==> src/rtl/sdr_rom_reader.sv <==
// sdr_rom_reader: 16-bit read client over an SDRAM req/ack toggle port.
// Holds a one-line (32-bit) cache plus an optional next-line prefetch buffer.
module sdr_rom_reader #(
  parameter bit PREFETCH = 1'b1,
  parameter int AW = 25
) (
  input  logic          clk_sys,
  input  logic          reset_n,
  input  logic          flush,
  input  logic          rd_req,
  input  logic [AW-1:0] rd_addr,
  output logic [15:0]   rd_data,
  output logic          rd_valid,
  output logic          busy,
  output logic [AW-1:0] sdr_addr,
  output logic          sdr_req,
  input  logic          sdr_ack,
  input  logic [31:0]   sdr_data
);
  localparam int TW = AW - 2;
  typedef enum logic [1:0] {S_IDLE, S_FETCH, S_PREFETCH} state_t;
  state_t state, state_d;
  logic [TW-1:0] main_tag, pf_tag, hold_tag, src_tag, next_tag;
  logic [31:0] main_data, pf_data;
  logic main_v, pf_v, hold_v, hold_w, fetch_w, flushed, pf_go;
  logic ack, src_v, src_w, hit_m, hit_p, kill;
  logic serve, use_pf, miss, fill, pf_fill, pf_issue, hold_set, hold_clr, pf_go_d;
  logic [15:0] main_word, pf_word, fill_word;
  logic unused_addr_lsb;
  assign unused_addr_lsb = rd_addr[0];
  assign ack = sdr_ack == sdr_req;
  assign busy = state == S_FETCH || hold_v;
  // A held request is replayed from IDLE once the prefetch it waited on lands.
  assign src_v = hold_v ? state == S_IDLE && !pf_go : rd_req && !busy;
  assign src_tag = hold_v ? hold_tag : rd_addr[AW-1:2];
  assign src_w = hold_v ? hold_w : rd_addr[1];
  assign hit_m = main_v && main_tag == src_tag && !flush;
  assign hit_p = PREFETCH && pf_v && pf_tag == src_tag && !flush;
  assign kill = flushed || flush;
  assign next_tag = main_tag + TW'(1);
  assign main_word = src_w ? main_data[31:16] : main_data[15:0];
  assign pf_word = src_w ? pf_data[31:16] : pf_data[15:0];
  assign fill_word = fetch_w ? sdr_data[31:16] : sdr_data[15:0];
  always_comb begin
    state_d = state;
    serve = 1'b0;
    use_pf = 1'b0;
    miss = 1'b0;
    fill = 1'b0;
    pf_fill = 1'b0;
    pf_issue = 1'b0;
    hold_set = 1'b0;
    hold_clr = 1'b0;
    pf_go_d = 1'b0;
    case (state)
      S_IDLE: begin
        if (pf_go) begin
          pf_issue = 1'b1;
          state_d = S_PREFETCH;
          serve = src_v && hit_m;
          hold_set = src_v && !hit_m;
        end else if (src_v) begin
          hold_clr = 1'b1;
          serve = hit_m || hit_p;
          use_pf = !hit_m && hit_p;
          pf_go_d = use_pf;
          miss = !(hit_m || hit_p);
          state_d = miss ? S_FETCH : S_IDLE;
        end
      end
      S_FETCH: begin
        fill = ack;
        pf_go_d = ack && PREFETCH;
        state_d = ack ? S_IDLE : S_FETCH;
      end
      default: begin
        serve = src_v && hit_m;
        hold_set = src_v && !hit_m;
        pf_fill = ack;
        state_d = ack ? S_IDLE : S_PREFETCH;
      end
    endcase
  end
  always_ff @(posedge clk_sys or negedge reset_n)
    if (!reset_n) state <= S_IDLE;
    else state <= state_d;
  always_ff @(posedge clk_sys or negedge reset_n) begin
    if (!reset_n) begin
      rd_data <= '0;
      rd_valid <= 1'b0;
      sdr_addr <= '0;
      sdr_req <= 1'b0;
      main_tag <= '0;
      main_data <= '0;
      main_v <= 1'b0;
      pf_tag <= '0;
      pf_data <= '0;
      pf_v <= 1'b0;
      hold_v <= 1'b0;
      hold_tag <= '0;
      hold_w <= 1'b0;
      fetch_w <= 1'b0;
      flushed <= 1'b0;
      pf_go <= 1'b0;
    end else begin
      pf_go <= pf_go_d;
      rd_valid <= serve || fill;
      if (serve) rd_data <= use_pf ? pf_word : main_word;
      else if (fill) rd_data <= fill_word;
      if (miss || pf_issue) begin
        sdr_req <= ~sdr_req;
        sdr_addr <= {miss ? src_tag : next_tag, 2'b00};
        flushed <= flush;
      end else if (state != S_IDLE) flushed <= kill;
      if (miss) fetch_w <= src_w;
      if (fill) begin
        main_data <= sdr_data;
        main_tag <= sdr_addr[AW-1:2];
        main_v <= !kill;
      end else if (use_pf) begin
        main_data <= pf_data;
        main_tag <= pf_tag;
        main_v <= 1'b1;
      end else if (flush) main_v <= 1'b0;
      if (pf_fill) begin
        pf_data <= sdr_data;
        pf_tag <= sdr_addr[AW-1:2];
        pf_v <= !kill;
      end else if (use_pf || flush) pf_v <= 1'b0;
      if (hold_set) begin
        hold_v <= 1'b1;
        hold_tag <= rd_addr[AW-1:2];
        hold_w <= rd_addr[1];
      end else if (hold_clr) hold_v <= 1'b0;
    end
  end
endmodule

==> config.mk <==
export PLATFORM = sky130hd
export DESIGN_NAME = sdr_rom_reader
export DESIGN_NICKNAME = d
export VERILOG_FILES = /design/src/rtl/sdr_rom_reader.sv
export SDC_FILE = /design/constraint.sdc
export NUM_CORES = 1
export LEC_CHECK = 0
export CORE_UTILIZATION = 46
export CTS_CLUSTER_SIZE = 28
export DETAILED_ROUTE_END_ITERATION = 10
export DONT_BUFFER_PORTS = 1
export HOLD_SLACK_MARGIN = 0.05
export SLEW_MARGIN = 20
export SYNTH_ARGS = -nofsm -noshare
export SYNTH_HDL_FRONTEND = slang
export SYNTH_SLANG_ARGS = --single-unit
==> constraint.sdc <==
create_clock -name clk_sys -period 2.65 [get_ports clk_sys]
set_input_delay 0.3975 -clock clk_sys [delete_from_list [all_inputs] [get_ports clk_sys]]
set_output_delay 0.3975 -clock clk_sys [all_outputs]
set_load 0.02 [all_outputs]
==> results of run 1 <==
## state kept, by name (all words and copies together), names as in the netlist
signal and count:
hold_v 1, main_v 1, hold_w 1, main_tag 23, hold_tag 23, sdr_req 1
flushed 1, fetch_w 1, main_data 32, pf_v 1, pf_data 32, rd_valid 1
pf_tag 23, rd_data 16, sdr_addr 23, pf_go 1, state 2
## layer usage
metal,vias to the layer above,GRT usage [%]
met5,-,0
met2,233,41.4
met4,0,9.01
met3,42,6.06
li1,3061,-
met1,3480,29.6
## kinds of logic after synthesis
logic type	after synthesis	share of synthesized area, %
and+or+nand+nor	185	10.9
xor gates and xnor gates	69	6.27
other	1	0.0389
buffers and inverters	66	3.49
adders and majority gates	1	0.130
muxes	183	21.0
AOI/OAI and AO/OA	112	10.6
DFF	183	47.5
## worst register-to-register path: cells and delay by family (launching register included)
family	cells	cell delay [ps]
and+or+nand+nor	3	510
DFF	1	490
muxes	1	290
xor gates and xnor gates	1	120
AOI/OAI and AO/OA	2	650
buffers and inverters	4	720
## Yosys cell counts (9+ instances only)
library cell / instances / area share (%)
sky130_fd_sc_hd__mux2i_1: 70 / 7.3
sky130_fd_sc_hd__mux2_2: 95 / 11
sky130_fd_sc_hd__a221o_1: 77 / 8.0
sky130_fd_sc_hd__clkbuf_1: 31 / 1.2
sky130_fd_sc_hd__xnor2_1: 54 / 4.9
sky130_fd_sc_hd__nor4_1: 27 / 1.8
sky130_fd_sc_hd__nor2_1: 24 / 0.93
sky130_fd_sc_hd__inv_1: 12 / 0.47
sky130_fd_sc_hd__o21ai_0: 19 / 0.99
sky130_fd_sc_hd__buf_2: 11 / 0.57
sky130_fd_sc_hd__buf_6: 9 / 1.1
sky130_fd_sc_hd__and2_1: 57 / 3.7
sky130_fd_sc_hd__xor2_1: 15 / 1.4
sky130_fd_sc_hd__dfrtp_1: 183 / 47
sky130_fd_sc_hd__nand2_1: 34 / 1.3
sky130_fd_sc_hd__mux2i_2: 17 / 2.4
## final cells by class
class,instances,area (µm²),area share [%]
clock buffers,21,480,4.15
clock inverters,10,144,1.24
inverters,12,45.0,0.389
multi-input cells,552,5010,43.2
flip-flops and latches,183,4580,39.5
well taps,270,338,2.91
repair buffers,92,992,8.56
## where the power goes
| part | total (mW) | internal, mW | leakage (nW) | switching [mW] |
|---|---|---|---|---|
| Combinational | 7.04 | 3.76 | 2.43 | 3.28 |
| Clock | 2.70 | 1.59 | 0.298 | 1.11 |
| Sequential | 5.73 | 4.11 | 2.25 | 1.62 |
| Total | 15.5 | 9.46 | 4.98 | 6.01 |
## how the worst max path moves through the flow
stage / start / endpoint / slack, ps / cells after the start
floorplan: hold_v$_DFFE_PN0P_ / rd_data[10]$_DFFE_PN0P_ / -7 / 10
global placement: hold_v$_DFFE_PN0P_ / main_tag[11]$_DFFE_PN0P_ / -250 / 10
detailed placement: hold_v$_DFFE_PN0P_ / main_tag[8]$_DFFE_PN0P_ / -280 / 11
CTS: hold_v$_DFFE_PN0P_ / main_tag[4]$_DFFE_PN0P_ / -230 / 9
global route: hold_v$_DFFE_PN0P_ / main_data[29]$_DFFE_PN0P_ / -350 / 12
finish: hold_v$_DFFE_PN0P_ / main_tag[4]$_DFFE_PN0P_ / -260 / 11
## per-stage QoR
stage	power (mW)	utilization [%]	setup TNS, ps
floorplan	9.93	-	-58.8
global placement	11.9	51.0	-24110
detailed placement	12.1	51.0	-26990
CTS	15.0	54.7	-22080
global route	16.3	56.9	-35260
finish	15.5	56.9	-23580
## what timing repair did
| item | 4_1_cts | 5_1_grt |
|---|---|---|
| setup buffers | 1 | 6 |
| pin swaps | 3 | 11 |
| cloned | 0 | 9 |
| endpoints found under the hold margin | 184 | 183 |
| gates resized for setup | 20 | 31 |
| endpoints found under the setup margin | 122 | 127 |
==> impl_results.md, run 1 <==
- RSZ-0062 raised after global routing: yes
- Maxcap violations: 0
- Cells along the critical path: clkbuf_16, mux2i_4, xnor2_2, nor4_2, buf_4, nand4_4, o21ai_4, nor3_4, buf_6, buf_12, a221o_1
- # port buffers: 0
- Final worst path period need: slightly below 3000 ps
- Wire length on met3: 1700 µm
- Worst Reg2Reg Path Length in Cells: 11
- Type of origin of the critical path: flop
- Final count of negative-setup-slack endpoints: 120
- Chip width: roughly 150 µm
- Via count: 6816
- Final Cycle Share: 110%
- Outcome: finished, violations left
- Most common library cell in the layout ignoring fill and taps: sky130_fd_sc_hd__dfrtp_1
- Antenna violations before repair: 0
- Routed wl met2: 13100 µm
- Layout Cell Area excl Fill: between 10000 and 15000 µm²
- Number of cells in the design after placement: 1092
- Via density: between 5 and 6
- Worst Hold Margin: -339 ps
- CP Data Arrival Time: approximately 3200 ps
- Number of clock buffers inserted by TritonCTS: 17
- Worst path bufs/invs: 4
- Area growth syn-to-layout: 20.2%
- Post-DRT Antenna Nets: 0
- Number of buffers on the longest clock path: 2
- Slowest stage cell on the critical path: sky130_fd_sc_hd__dfrtp_2
- Largest net degree at the start of global routing: around 180
- DRC: 0
- YS warnings: 0
- Number of clock sinks: between 150 and 200
- Root buffer cell: sky130_fd_sc_hd__clkbuf_16
- Worst-Margin Slew: between 500 and 600 ps
- Gr usage total: about a quarter
- Class of the worst hold path: input port to async pin
- Top-Level Pins: 106
- # diodes: 0
- Highest metal layer with signal wires: met4
- Total Nets Final: 921
- Count of flip-flops with a built-in enable after synthesis: 0
- Setup WS pre-CTS: -277 ps
- Dominant register cell in the synthesized netlist: sky130_fd_sc_hd__dfrtp_1
- Die Outline Area: 21500 µm²
- Achievable frequency: 343 MHz
- Hold-fix buffers, CTS: 1
- Cell area after placement: a little over 10000 µm²
- First-pass GRT wire length: 40000 µm
- Internal reg-to-reg setup slack: -260 ps
- Non-filler instance count after layout: about 1100
- Worst vdd rail ir drop: 0.543 mV
- Detail Placement HPWL: 16700 µm
- Routability congestion estimate: 0.878
- Required time worst endpoint: 2950 ps
- Average cell area after synthesis: 12.1 µm²
- Vias in the first global route: 7143
- Clock edge transition at the registers on the reported setup and hold paths: 70 ps
- Top library cells by usage in the layout, fill and taps aside: sky130_fd_sc_hd__dfrtp_1 (182), sky130_fd_sc_hd__mux2_2 (95), sky130_fd_sc_hd__a221o_1 (77), sky130_fd_sc_hd__mux2i_1 (69), sky130_fd_sc_hd__buf_4 (65)
- Met1 WL: around 11000 µm
- Failing checks: negative hold slack, negative setup slack
- Capturing point of the worst reg2reg path: main_tag[4]$_DFFE_PN0P_
- Total overflow reported by the global router: 0
- Count of final max-slew check failures: 0
- Cell Pwr Density: 1330 nW/µm²
- Startpoint of the worst-slack reg-to-reg timing path: hold_v$_DFFE_PN0P_
- Cells after synthesis: 800
- Register bit count reported by yosys: about 180
- Number of optimization iterations in the first detailed-route pass: 5
- Final Hold Vio Count: roughly 180
- Cell area after technology mapping: 9640 µm²
- Fraction of layout instances using a drive strength above 1: 31.8%
- Number of filler cells placed in the layout: 1650
- Routed length per placed instance: 23.1 µm
- Static leakage: 4.98 nW
- Synth cell types: between 50 and 60
- Type of destination of the critical path: flop
- Dominant delay contributor by cell family on the critical path: buffers and inverters
- Crit-path max cell delay: about 490 ps
- CTS tree: done
- DRC violation total after the first TritonRoute iteration: 443
- Worst-case headroom to the max-slew limit: 63.1%
- Fraction of the yosys area taken by sequential cells: between 40 and 50%
- Worst Slack Setup Final: -263 ps
- Post-Route WL: between 20000 and 30000 µm
- Worst-Skew Late Latency: 430 ps
- Type of the setup path with the least slack: flop to flop
- Initial core utilization: 47.4%
- Share of async-settable or async-resettable flops after synthesis: 100%
- Row count: 52
- Highest fanout seen on the critical path: 10
- Die Height: around 150 µm
- Core Area: slightly above 20000 µm²
- Fin Clk Skew: 11.8 ps
- Max H-tree Level: 4
Note: power is estimated with default switching activity, not from simulation.
==> run 2: changes to the inputs <==
--- a/config.mk
+++ b/config.mk
@@ -6,6 +6,7 @@
 export NUM_CORES = 1
 export LEC_CHECK = 0
 export CORE_UTILIZATION = 46
+export CTS_BUF_LIST = sky130_fd_sc_hd__clkbuf_8
 export CTS_CLUSTER_SIZE = 28
 export DETAILED_ROUTE_END_ITERATION = 10
 export DONT_BUFFER_PORTS = 1
==> constraint.sdc (replaced) <==
create_clock -name clk_sys -period 2.65 [get_ports clk_sys]
set_input_delay 0.3975 -clock clk_sys [delete_from_list [all_inputs] [get_ports clk_sys]]
set_output_delay 0.3975 -clock clk_sys [all_outputs]
set_load 0.01 [all_outputs]
==> run 2 against run 1 <==
The flow still finishes with violations (negative hold slack, negative setup slack). First-iteration DRC count rose by 19%. Worst setup slack got worse by 12 ps. Sequential share of layout area fell by 0.96 points. Register-to-register slack barely moved. Wire length rose by 4.0%. Non-clock buffer count rose by 31. Critical path depth fell by 1. Critical path type unchanged. Critical endpoint unchanged.
==> impl_results.md, run 2 (same netlist as run 1, synthesis figures left out) <==
- Class of the worst hold path: input port to async pin
- # port buffers: 0 (unchanged)
- Worst-Skew Late Latency: 470 ps (+40 ps)
- Routability congestion estimate: 0.880 (+0.20%)
- CP Data Arrival Time: 3270 ps (+60 ps)
- Total overflow reported by the global router: 0 (unchanged)
- Worst vdd rail ir drop: 0.563 mV (+3.6%)
- Total internal power: 9.19 mW (-2.8%)
- Worst-Margin Slew: 572 ps (+19.4 ps)
- Routed length per placed instance: 23.4 µm (+1.2%)
- Cell area after placement: 10400 µm² (unchanged)
- Final count of negative-setup-slack endpoints: 121 (+0.83%)
- Clock edge transition at the registers on the reported setup and hold paths: 100 ps (+30 ps)
- Initial core utilization: 47.4% (unchanged)
- Die Height: 147 µm (unchanged)
- Root buffer cell: sky130_fd_sc_hd__clkbuf_8
- Worst Slack Setup Final: -275 ps (-11.5 ps)
- Maxcap violations: 0 (unchanged)
- Type of the setup path with the least slack: flop to flop
- Largest net degree at the start of global routing: 184 (unchanged)
- Worst Reg2Reg Path Length in Cells: 10 (-1)
- Fraction of layout instances using a drive strength above 1: 32.3% (+0.42 points)
- Number of buffers on the longest clock path: 2 (unchanged)
- Startpoint of the worst-slack reg-to-reg timing path: hold_v$_DFFE_PN0P_
- Sequential fraction of design power: 36.4% (-0.7 points)
- Highest fanout seen on the critical path: 29 (+19)
- Max H-tree Level: 4 (unchanged)
- Clk pwr share: 13.6% (-3.8 points)
- Outcome: finished, violations left
- Detail Placement HPWL: 17000 µm (+1.4%)
- Worst Hold Margin: -392 ps (-52.4 ps)
- Setup WS pre-CTS: -318 ps (-41.3 ps)
- Top library cells by usage in the layout, fill and taps aside: sky130_fd_sc_hd__dfrtp_1 (182), sky130_fd_sc_hd__mux2_2 (79), sky130_fd_sc_hd__a221o_1 (77), sky130_fd_sc_hd__mux2i_1 (69), sky130_fd_sc_hd__buf_4 (63)
- Number of clock sinks: 183 (unchanged)
- Capturing point of the worst reg2reg path: main_tag[4]$_DFFE_PN0P_
- Die Outline Area: 21500 µm² (unchanged)
- Total Nets Final: 952 (+3.4%)
- Layout Utilization: 58.3% (+1.4 points)
- # diodes: 0 (unchanged)
- Chip width: 147 µm (unchanged)
- First-pass GRT wire length: 40200 µm (+0.50%)
- Static leakage: 5.19 nW (+4.3%)
- Post-Route WL: 27400 µm (+4.0%)
- Final Cycle Share: 110% (+0.43 points)
- Top-Level Pins: 106 (unchanged)
- Net load switching power: 5.96 mW (-0.81%)
- Most common library cell in the layout ignoring fill and taps: sky130_fd_sc_hd__dfrtp_1
- Final worst path period need: 2920 ps (+11.5 ps)
- Type of origin of the critical path: flop
- CTS tree: done
- Largest regs: main_data x32, pf_data x32
- RSZ-0062 raised after global routing: yes
- Gr usage total: 24.2% (about the same)
- Switching fraction of total power: 39.3% (+0.48 points)
- Layout Cell Area excl Fill: 11900 µm² (+2.5%)
- Achievable frequency: 342 MHz (-0.39%)
- Via density: 5.93 (-0.78%)
- Count of final max-slew check failures: 0 (unchanged)
- Area growth syn-to-layout: 23.2%
- Required time worst endpoint: 2990 ps (+40 ps)
- Cell Pwr Density: 1280 nW/µm² (-4.4%)
- Worst-case headroom to the max-slew limit: 61.8% (-1.3 points)
- Failing checks: negative hold slack, negative setup slack
- Post-DRT Antenna Nets: 0 (unchanged)
- Internal reg-to-reg setup slack: -270 ps (about the same)
- Fin Clk Skew: 15.4 ps (+3.58 ps)
- Number of clock buffers inserted by TritonCTS: 17 (unchanged)
- DRC: 0 (unchanged)
- Type of destination of the critical path: flop
- Number of optimization iterations in the first detailed-route pass: 5 (unchanged)
- DRC violation total after the first TritonRoute iteration: 529 (+19%)
- Via count: 6953 (+2.0%)
- Row count: 52 (unchanged)
- Combinational share of power: 50.1% (+4.6 points)
- Antenna violations before repair: 0 (unchanged)
- Core Area: 20400 µm² (unchanged)
- Vias in the first global route: 7170 (+0.38%)
- Final Hold Vio Count: 183 (unchanged)
run 2: cell types whose count changed in the layout (fill, tap and decap cells not counted), moves of 3 or more:
cell,previous run,this run
sky130_fd_sc_hd__mux2_4,0,16
sky130_fd_sc_hd__clkbuf_16,24,8
sky130_fd_sc_hd__inv_6,1,4
sky130_fd_sc_hd__dlygate4sd3_1,1,20
sky130_fd_sc_hd__clkbuf_8,4,19
sky130_fd_sc_hd__buf_6,7,15
sky130_fd_sc_hd__buf_8,0,3
sky130_fd_sc_hd__clkinvlp_4,3,0
sky130_fd_sc_hd__mux2_2,95,79
run 2: per-layer routing:
layer	GRT usage, %	part of all wire (%)
met1	30.3	42
met2	40.7	49
met3	5.65	5.8
met4	9.27	2.5
met5	0	0
run 2: power groups by stage:
stage	registers [mW]	logic, mW	clock network [mW]
after floorplan	5.03	4.67	0
after global routing	5.67	8.09	2.22
after detailed placement	5.46	6.44	0
after global placement	5.38	6.25	0
final	5.51	7.58	2.06
after CTS	5.44	6.58	2.10
run 2: worst max-delay path by stage:
stage                        from                        to
2_1_floorplan  hold_v$_DFFE_PN0P_   rd_data[10]$_DFFE_PN0P_
3_3_place_gp   hold_v$_DFFE_PN0P_  main_tag[11]$_DFFE_PN0P_
3_5_place_dp   hold_v$_DFFE_PN0P_   main_tag[8]$_DFFE_PN0P_
4_1_cts        hold_v$_DFFE_PN0P_   rd_data[10]$_DFFE_PN0P_
5_1_grt        hold_v$_DFFE_PN0P_    rd_data[7]$_DFFE_PN0P_
6_report       hold_v$_DFFE_PN0P_   main_tag[4]$_DFFE_PN0P_
run 2: through the flow:
step	hold WS (ps)	total power, mW	cells	TNS [ps]
2_1_floorplan	102	9.70	801	-58.8
3_3_place_gp	108	11.6	1092	-24020
3_5_place_dp	106	11.9	1092	-27590
4_1_cts	-410	14.1	1128	-21450
5_1_grt	-432	16.0	1172	-35970
6_report	-392	15.2	1172	-26000
run 2: cell type report:
type                       instances  area (µm²)
clock buffer                      19         262
inverter                          12        45.0
sequential                       183        4580
fill                            1651        8490
clock inverter                    13         166
multi-input combinational        552        5120
timing repair buffer             123        1370
tap                              270         338
run 2: worst max-delay path: stages, from the launching register on:
cell and delay, ps:
sky130_fd_sc_hd__dfrtp_2 410, sky130_fd_sc_hd__buf_6 140, sky130_fd_sc_hd__clkbuf_16 170, sky130_fd_sc_hd__mux2i_4 310, sky130_fd_sc_hd__xnor2_2 140, sky130_fd_sc_hd__or4_4 560, sky130_fd_sc_hd__nor2_4 180, sky130_fd_sc_hd__o2111ai_4 150
sky130_fd_sc_hd__nor2b_4 200, sky130_fd_sc_hd__buf_12 200, sky130_fd_sc_hd__a221o_1 320
run 2: timing repair:
item | in CTS | in global routing
gates resized for setup | 20 | 70
endpoints found under the hold margin | 188 | 199
hold buffers | 4 | 16
setup buffers | 0 | 17
gates cloned | 0 | 14
setup endpoints to repair | 122 | 125
pin swaps | 2 | 32
==> patch (flow settings as in run 1) <==
Change the parameter `AW` from 25 to 50.
--- a/src/rtl/sdr_rom_reader.sv
+++ b/src/rtl/sdr_rom_reader.sv
@@ -3,5 +3,5 @@
 module sdr_rom_reader #(
   parameter bit PREFETCH = 1'b1,
-  parameter int AW = 25
+  parameter int AW = 50
 ) (
   input  logic          clk_sys,
Interface: changed (resized rd_addr and sdr_addr); port bits go from 106 to 156. No check against the original RTL was run, so the function may have changed too.
==> patch against run 1 <==
  * The run ends with design-rule violations, negative hold slack, negative setup slack left
  * Power is 67% higher
  * Sequential cell count is 100 higher
  * Setup slack worse by 0.52 ns
  * Critical path depth is 2 higher
  * Synthesized area is 51% higher
  * Highest routed layer unchanged
  * Count of clock-buffer cells in the layout is 15 higher
  * Wire length is 59% higher
  * Cell area is 65% higher
==> patch: results (changes against run 1) <==
Drt
  – First-pass DRT Iterations: 7 (+2)
  – DR iter-0 viols: 628 (+42%)
  – Post-DR wirelength/cell: 22.1 µm (-4.2%)
  – Remaining DRCs: 6 (+6)

Clocking
  – Max Root-Sink Buffers: 3 (+1)
  – Hold Buf Count CTS: 82 (+81)
  – Clock Latency Late Sink: 0.56 ns (+0.13 ns)
  – Total CTS buffers: 31 (+14)
  – # H-tree levels: 1 (-3)

Global routing
  – GRT Total Usage: 26.1% (+1.9 points)
  – First-pass GRT wire length: 66.3 mm (+66%)
  – Vias in the first global route: 11600 (+62%)

Run status
  – Violated checks: design-rule violations, negative hold slack, negative setup slack
  – Status: finished, violations left

Worst setup path
  – Crit path max-delay family: simple AND/OR/NAND/NOR gates
  – CP Max Fanout: 35 (+25)

Layout
  – Finished Cell Area: 19100 µm² (+65%)
  – Layout cell share with drive strength beyond 1: 31.7% (-0.15 points)
  – Fillers: 2456 (+49%)
  – Layout net count: 1566 (+70%)

Timing
  – Layout Skew: 0.0135 ns (+0.00170 ns)
  – Hold Vio Cnt, Final: 283 (+55%)
  – Worst setup margin: -0.782 ns (-0.519 ns)
  – Hold WS: -0.459 ns (-0.120 ns)
  – Final setup viols: 202 (+68%)

Power and ir drop
  – Max VDD drop: 695 µV (+28%)
  – Pleak: 0.00858 µW (+73%)

Placement
  – Routability-driven placement congestion ratio: 0.876 (-0.26%)

Logic synthesis
  – Post-synth cell types: 52 (+2.0%)
  – Syn Area/Cell: 11.8 µm² (-1.9%)
-- patch: cell count changes after synthesis, moves of 42 or more --
cell	delta
a22o_1	+78
mux2_2	+42
and2_1	-55
a21o_1	+77
dfrtp_1	+100
nand2_1	+44
xnor2_1	+51
a221o_1	-69
-- patch: kinds of logic after synthesis --
family / after synthesis / synth area share [%]
AOI/OAI and AO/OA: 252 / 13.7
other: 1 / 0.0258
xor gates and xnor gates: 135 / 8.14
muxes: 258 / 19.4
adders and majority gates: 1 / 0.0861
DFF: 283 / 48.7
buffers and inverters: 105 / 3.21
and+or+nand+nor: 194 / 6.74
-- patch: power by group --
| group | switching (µW) | leakage, µW | total [µW] | internal [µW] |
|---|---|---|---|---|
| sequential | 2400 | 0.00347 | 8810 | 6410 |
| clock | 1860 | 0.000549 | 4810 | 2950 |
| combinational | 5540 | 0.00456 | 12100 | 6600 |
| total | 9790 | 0.00858 | 25800 | 16000 |
-- patch: per-layer routing --
layer | vias to the layer above | track usage, % | wire, µm
li1 | 5028 | - | -
met1 | 5596 | 34.3 | 18100
met2 | 271 | 43.7 | 20200
met3 | 62 | 5.09 | 2470
met4 | 0 | 8.03 | 1130
met5 | - | 0 | 0
-- patch: final timing paths --
| kind | to | start | cells after the start |
|---|---|---|---|
| hold reg to reg | main_data[25]$_DFFE_PN0P_ | main_data[25]$_DFFE_PN0P_ | 1 |
| min in group clk_sys | main_data[3]$_DFFE_PN0P_ | sdr_data[3] | 2 |
| max in group asynchronous | hold_tag[31]$_DFFE_PN0P_ | reset_n | 0 |
| setup reg to reg | main_data[9]$_DFFE_PN0P_ | hold_v$_DFFE_PN0P_ | 13 |
| hold / removal | main_tag[16]$_DFFE_PN0P_ | reset_n | 0 |
| setup / recovery | main_data[9]$_DFFE_PN0P_ | hold_v$_DFFE_PN0P_ | 13 |
-- patch: cell type report --
type,instances,area share [%]
timing repair buffer,299,14.9
inverter,21,0.426
clock inverter,21,1.57
tap,396,2.59
multi-input combinational,842,39.0
clock buffer,36,4.42
sequential,283,37.1
-- patch: stage by stage --
stage | setup WS [ns] | setup TNS [ns] | total power [µW]
final | -0.782 | -141.08 | 25800
after detailed placement | -0.940 | -166.64 | 20100
after floorplan | -0.327 | -35.55 | 15200
after global routing | -0.868 | -154.95 | 27100
after global placement | -0.917 | -164.63 | 19900
after CTS | -0.746 | -135.42 | 25500
-- patch: repair_timing --
item / 4_1_cts / 5_1_grt
endpoints found under the setup margin: 202 / 202
hold endpoints to repair: 383 / 283
pin swaps: 61 / 3
resized for setup: 35 / 23
gates cloned: 1 / 1
setup buffers: 3 / 1
